$ cat src/rtl/instr_fetch_unit_pkg.sv
// rtl/instr_fetch_unit_pkg.sv - shared widths, constants and FSM encoding for the instruction fetch unit
package instr_fetch_unit_pkg;

  localparam int ADDR_W  = 16;
  localparam int INSTR_W = 32;

  localparam logic [INSTR_W-1:0] NOP_WORD     = 32'h0000_0000;
  localparam logic [ADDR_W-1:0]  RESET_VECTOR = 16'h0000;

  typedef enum logic [1:0] {
    ST_BOOT = 2'd0,
    ST_RUN  = 2'd1,
    ST_HOLD = 2'd2,
    ST_KILL = 2'd3
  } ifu_state_e;

  // Modulo 2^16 increment; wraps 0xFFFF to 0x0000 with no carry out.
  function automatic logic [ADDR_W-1:0] pc_incr(input logic [ADDR_W-1:0] pc);
    return pc + ADDR_W'(1);
  endfunction

endpackage

$ cat src/rtl/ifu_skid_reg.sv
// rtl/ifu_skid_reg.sv - one-entry skid holding the word that was in flight when decode stalled
module ifu_skid_reg
  import instr_fetch_unit_pkg::*;
(
  input  logic               clk,
  input  logic               reset,
  input  logic               i_load,
  input  logic               i_clear,
  input  logic [INSTR_W-1:0] i_word,
  input  logic [ADDR_W-1:0]  i_addr,
  input  logic               i_valid,
  output logic [INSTR_W-1:0] o_word,
  output logic [ADDR_W-1:0]  o_addr,
  output logic               o_valid
);

  logic [INSTR_W-1:0] r_word;
  logic [ADDR_W-1:0]  r_addr;
  logic               r_valid;

  always_ff @(posedge clk) begin
    if (reset || i_clear) begin
      r_valid <= 1'b0;
    end else if (i_load) begin
      r_valid <= i_valid;
    end
  end

  always_ff @(posedge clk) begin
    if (reset) begin
      r_word <= NOP_WORD;
      r_addr <= RESET_VECTOR;
    end else if (i_load) begin
      r_word <= i_word;
      r_addr <= i_addr;
    end
  end

  assign o_word  = r_word;
  assign o_addr  = r_addr;
  assign o_valid = r_valid;

endmodule

$ cat src/rtl/instr_fetch_unit.sv
// rtl/instr_fetch_unit.sv - PC, fetch FSM and instruction register; IFU_REDIRECT_COUNT_EN adds redirect_count
module instr_fetch_unit
  import instr_fetch_unit_pkg::*;
(
  input  logic               clk,
  input  logic               reset,
  input  logic [ADDR_W-1:0]  jmp_loc,
  input  logic               pc_mux_sel,
  input  logic               stall,
  output logic [ADDR_W-1:0]  pm_addr,
  input  logic [INSTR_W-1:0] pm_data,
  output logic [INSTR_W-1:0] ins,
  output logic [ADDR_W-1:0]  current_address,
  output logic               ins_valid
`ifdef IFU_REDIRECT_COUNT_EN
  ,
  output logic [15:0]        redirect_count
`endif
);

  ifu_state_e         r_state,      w_state_nxt;
  logic [ADDR_W-1:0]  r_pc,         w_pc_nxt;
  logic [ADDR_W-1:0]  r_fetch_addr, w_fetch_addr_nxt;
  logic               r_req,        w_req_nxt;
  logic [INSTR_W-1:0] r_ins,        w_ins_nxt;
  logic [ADDR_W-1:0]  r_cur_addr,   w_cur_addr_nxt;
  logic               r_ins_valid,  w_ins_valid_nxt;

  logic               w_skid_load;
  logic               w_skid_clear;
  logic [INSTR_W-1:0] w_skid_word;
  logic [ADDR_W-1:0]  w_skid_addr;
  logic               w_skid_valid;

  ifu_skid_reg u_skid (
    .clk     (clk),
    .reset   (reset),
    .i_load  (w_skid_load),
    .i_clear (w_skid_clear),
    .i_word  (pm_data),
    .i_addr  (r_fetch_addr),
    .i_valid (r_req),
    .o_word  (w_skid_word),
    .o_addr  (w_skid_addr),
    .o_valid (w_skid_valid)
  );

  always_comb begin
    w_state_nxt      = r_state;
    w_pc_nxt         = r_pc;
    w_fetch_addr_nxt = r_fetch_addr;
    w_req_nxt        = r_req;
    w_ins_nxt        = r_ins;
    w_cur_addr_nxt   = r_cur_addr;
    w_ins_valid_nxt  = r_ins_valid;
    w_skid_load      = 1'b0;
    w_skid_clear     = 1'b0;

    if (pc_mux_sel) begin
      // Redirect beats stall; a word returning during KILL is still stale.
      w_pc_nxt         = jmp_loc;
      w_fetch_addr_nxt = r_pc;
      w_req_nxt        = 1'b1;
      w_ins_nxt        = pm_data;
      w_cur_addr_nxt   = r_fetch_addr;
      w_ins_valid_nxt  = r_req && (r_state != ST_KILL);
      w_skid_clear     = 1'b1;
      w_state_nxt      = ST_KILL;
    end else begin
      case (r_state)
        ST_RUN: begin
          if (stall) begin
            w_skid_load      = 1'b1;
            w_fetch_addr_nxt = r_pc;
            w_req_nxt        = 1'b1;
            w_state_nxt      = ST_HOLD;
          end else begin
            w_pc_nxt         = pc_incr(r_pc);
            w_fetch_addr_nxt = r_pc;
            w_req_nxt        = 1'b1;
            w_ins_nxt        = pm_data;
            w_cur_addr_nxt   = r_fetch_addr;
            w_ins_valid_nxt  = r_req;
          end
        end
        ST_HOLD: begin
          if (!stall) begin
            // pm_data here repeats the re-issued fetch and is dropped.
            w_ins_nxt        = w_skid_word;
            w_cur_addr_nxt   = w_skid_addr;
            w_ins_valid_nxt  = w_skid_valid;
            w_pc_nxt         = pc_incr(r_pc);
            w_fetch_addr_nxt = r_pc;
            w_req_nxt        = 1'b1;
            w_skid_clear     = 1'b1;
            w_state_nxt      = ST_RUN;
          end
        end
        ST_KILL: begin
          w_pc_nxt         = pc_incr(r_pc);
          w_fetch_addr_nxt = r_pc;
          w_req_nxt        = 1'b1;
          w_ins_nxt        = pm_data;
          w_cur_addr_nxt   = r_fetch_addr;
          w_ins_valid_nxt  = 1'b0;
          w_state_nxt      = ST_RUN;
        end
        default: begin
          w_pc_nxt         = pc_incr(r_pc);
          w_fetch_addr_nxt = r_pc;
          w_req_nxt        = 1'b1;
          w_ins_nxt        = pm_data;
          w_cur_addr_nxt   = r_fetch_addr;
          w_ins_valid_nxt  = 1'b0;
          w_state_nxt      = ST_RUN;
        end
      endcase
    end
  end

  always_ff @(posedge clk) begin
    if (reset) begin
      r_state      <= ST_BOOT;
      r_pc         <= RESET_VECTOR;
      r_fetch_addr <= RESET_VECTOR;
      r_req        <= 1'b0;
      r_ins        <= NOP_WORD;
      r_cur_addr   <= RESET_VECTOR;
      r_ins_valid  <= 1'b0;
    end else begin
      r_state      <= w_state_nxt;
      r_pc         <= w_pc_nxt;
      r_fetch_addr <= w_fetch_addr_nxt;
      r_req        <= w_req_nxt;
      r_ins        <= w_ins_nxt;
      r_cur_addr   <= w_cur_addr_nxt;
      r_ins_valid  <= w_ins_valid_nxt;
    end
  end

  assign pm_addr         = r_pc;
  assign ins             = r_ins;
  assign current_address = r_cur_addr;
  assign ins_valid       = r_ins_valid;

`ifdef IFU_REDIRECT_COUNT_EN
  logic [15:0] r_redirect_count;

  always_ff @(posedge clk) begin
    if (reset) begin
      r_redirect_count <= 16'h0000;
    end else if (pc_mux_sel) begin
      r_redirect_count <= r_redirect_count + 16'd1;
    end
  end

  assign redirect_count = r_redirect_count;
`endif

endmodule
$ cat config.mk
export PLATFORM = sky130hd
export DESIGN_NAME = instr_fetch_unit
export DESIGN_NICKNAME = d
export VERILOG_FILES = /design/src/rtl/instr_fetch_unit_pkg.sv /design/src/rtl/ifu_skid_reg.sv /design/src/rtl/instr_fetch_unit.sv
export SDC_FILE = /design/constraint.sdc
export NUM_CORES = 1
export LEC_CHECK = 0
export ABC_AREA = 0
export BUFFER_PORTS_ARGS = -buffer_cell sky130_fd_sc_hd__buf_2
export CAP_MARGIN = 10
export CORE_MARGIN = 5
export CORE_UTILIZATION = 54
export DETAILED_ROUTE_END_ITERATION = 8
export PLACE_DENSITY = 0.79
export SLEW_MARGIN = 15
export SYNTH_ARGS = -nofsm -noshare
export SYNTH_HDL_FRONTEND = slang
export SYNTH_SLANG_ARGS = --single-unit
export TNS_END_PERCENT = 1
$ cat constraint.sdc
create_clock -name clk -period 2.7 [get_ports clk]
set_clock_uncertainty 0.1 [all_clocks]
set_input_delay 0.135 -clock clk [delete_from_list [all_inputs] [get_ports clk]]
set_output_delay 0.135 -clock clk [all_outputs]
set_load 0.005 [all_outputs]
==> run metrics <==
endpoint class of the critical path=register; clock share of power=44.6%; first-iteration detailed-routing DRC count=355; remaining global-route overflow=0; I/O pins=117; # setup viols final=0; clk root buf=clkbuf_8; number of global-route vias before repair=4,897; grt met3 use=5.30%; slack of the critical path=0.165 ns; Internal=3.65 mW; CP max-delay cell=or4_1; area of placed instances=6090 sq um; fmax=0.394 GHz; Yosys top cell by area=dfxtp_1; vias per cell=5.39; Largest delay share family, worst path=simple AND/OR/NAND/NOR gates; Initial Util=55.3%; Synth cell types=36; Max Cap Violations=0; max incr delay on CP=0.67 ns; CP most frequent cell=or4_1; slew margin rel.=56.6%; number of core rows=36; CP Cell Sequence=inv_1 -> ha_1 -> nor2b_4 -> or4_1 -> or4_1 -> a311oi_1; # nets final=834; post-synth design cell area=5400 sq um; met2 Use GR=39.1%; port bufs=116; GRT Max-Usage Layer=met2; CTS HTree Levels=4; WL/cell=14.8 um; DR vias=4,982; gr usage total=23.5%; Fin. Hold Viols=0; chip height=110 um; Post-DRT Antenna Nets=0; Layout area overhead=32.6%; Req. time, crit path=3.03 ns; Synth top area share=49.3%; R2R Setup Slk=0.16 ns; initial antenna violation count=0; Yosys reg bits=133; CTS Buffer Depth=2; gp weighted congestion=0.843; Logic pwr share=10.8%; DRC violation count after routing=0; largest net degree at the start of global routing=64; Antenna Cells=0; worst slew pin tran=0.651 ns; worst r2r src=r_state[0]; Post-Route Utilization=73.3%; Final Critical Period=2.54 ns; Hold Path Class=input pin to register; Core Region=9770 sq um; dpl ws=0.181 ns; setup_tns=0 ns; Synthesized Nets=690; post-CTS setup buffer count=0; r2r worst-path depth=6; run status=complete, no violations; RSZ-0062 raised after global routing=false; Mapped Cells=634; Total Wirelength=13,700 um; number of CTS-inserted buffers=17; Switching Power=1.19 mW; CP Class=register to register; PwrDens=675 nW/um^2; worst r2r dst=pm_addr[15]; non-filler cells, final=924; Syn Area/Cell=8.52 sq um; first-pass GRT wire length=22,400 um; P_leak=3.22 nW; peak fanout along the critical path=9; switch share=24.5%; fin area=7160 sq um; hold slack=0.0352 ns; fin. max-slew vios=0; Peak VDD IR=0.000368 V; synth warn=0; Critical Path Sink=pm_addr[15]; met1 Usage GRT=28.5%; Critical Path Stages=6; Tcrit/Tclk final=93.9%; dpl hpwl=8290 um; clk_lat worst skew=0.52 ns; Fillers=745; total power=4.84 mW; CP Launch Type=register; Critical Path Source=r_state[0]; First-pass DRT Iterations=8; Reg clk slew, reported paths=0.06 ns; full die area=12,100 sq um; layout cells sized above 1=20.7%; Seq pwr share=44.6%; sequential fraction of the synthesis area=49.3%; Worst Path Buf+Inv=1; dpl cells=841; top cells by area, synth=dfxtp_1, nand2_1, mux2i_1; Sink Count=133; TritonCTS clock tree=built; CP Data Arrival Time=2.87 ns; die width=110 um
==> sequential cells by signal, indices dropped and copies added, names as in the netlist <==
signal	count
u_skid.o_addr	16
r_req	1
u_skid.o_word	32
u_skid.o_valid	1
pm_addr	16
current_address	16
r_fetch_addr	16
r_state	2
ins	32
ins_valid	1
==> layout make-up <==
class                   count  area (sq um)  area share [%]
repair buffers            176          1220            17.1
inverters                   6          22.5           0.314
clock buffers              18           428            5.97
multi-input cells         444          2520            35.2
flip-flops and latches    133          2660            37.2
well taps                 133           166            2.32
clock inverters            14           136            1.90
==> layout by cell type, fill, tap and decap left out, drive strengths merged, types with 2 or more instances in the layout <==
cell type,n
nor2,71
xnor2,5
nand4,5
nor3,2
nor4b,2
nand3,6
a311oi,7
dlygate4sd3,51
bufinv,2
or3,3
o31ai,2
xor2,4
ha,4
a21oi,69
dfxtp,133
or4,3
nand2,140
and3b,2
clkbuf,18
mux2i,48
inv,6
a211oi,57
o21ai,3
buf,125
clkinv,7
clkinvlp,5
==> cell families (layout without fill, tap and decap cells) <==
kind of cell / count (synthesis) / in the layout / share of synthesized area [%]
buffers and inverters: 57 / 214 / 4.29
adder cells (fa/ha/maj): 4 / 4 / 0.927
AO/OA/AOI/OAI: 143 / 143 / 16.8
flip-flops: 133 / 133 / 49.3
XOR/XNOR: 9 / 9 / 1.46
multiplexers: 48 / 48 / 8.90
AND/OR/NAND/NOR: 240 / 240 / 18.4
==> metal layers <==
layer	wire, um	part of all wire (%)
met1	5870	43
met2	6720	49
met3	768	5.6
met4	348	2.5
met5	0	0
==> how the worst min path moves through the flow <==
stage               slack [ns]        start  cells after the start           endpoint
floorplan                 0.17   pm_data[0]                      2   u_skid.o_word[0]
global route              0.06        reset                      2   u_skid.o_word[2]
detailed placement        0.29   pm_data[0]                      3   u_skid.o_word[0]
finish                    0.04        reset                      2              r_req
global placement          0.29  pm_data[30]                      3  u_skid.o_word[30]
CTS                       0.01        reset                      2              r_req
==> repair_timing <==
action                                 in CTS  in global routing
resized for setup                           0                  0
endpoints found under the hold margin      84                  0
hold buffers                               51                  0
==> synthesized netlist by cell type <==
library cell and instances:
dfxtp_1 133, or3_1 3, or2b_1 1, nand3_1 6, and3_1 1, clkbuf_1 39
xor2_1 4, buf_6 2, or4_1 3, a311oi_1 7, buf_2 2, nor4_1 1
a2111oi_0 1, mux2i_1 48, xnor2_1 5, nor2b_4 1, nor3_1 2, and4_1 1
and3b_1 2, nor4b_1 2, nor2_1 71, inv_1 5, ha_1 4, o31ai_1 2
a31o_2 1, o2bb2ai_1 1, o22ai_1 1, o21ai_0 3, o31a_1 1, a21oi_1 69
inv_2 1, buf_1 8, nand2_1 140, nand4_1 5, nor4bb_1 1, a211oi_1 57
==> power by group through the flow <==
stage	sequential [mW]	combinational (mW)	clock (mW)
2_1_floorplan	2.19	0.269	0
3_3_place_gp	2.19	0.448	0
3_5_place_dp	2.20	0.458	0
4_1_cts	2.15	0.518	2.19
5_1_grt	2.17	0.581	2.27
6_report	2.16	0.522	2.16
(Power assumes the default switching activity.)
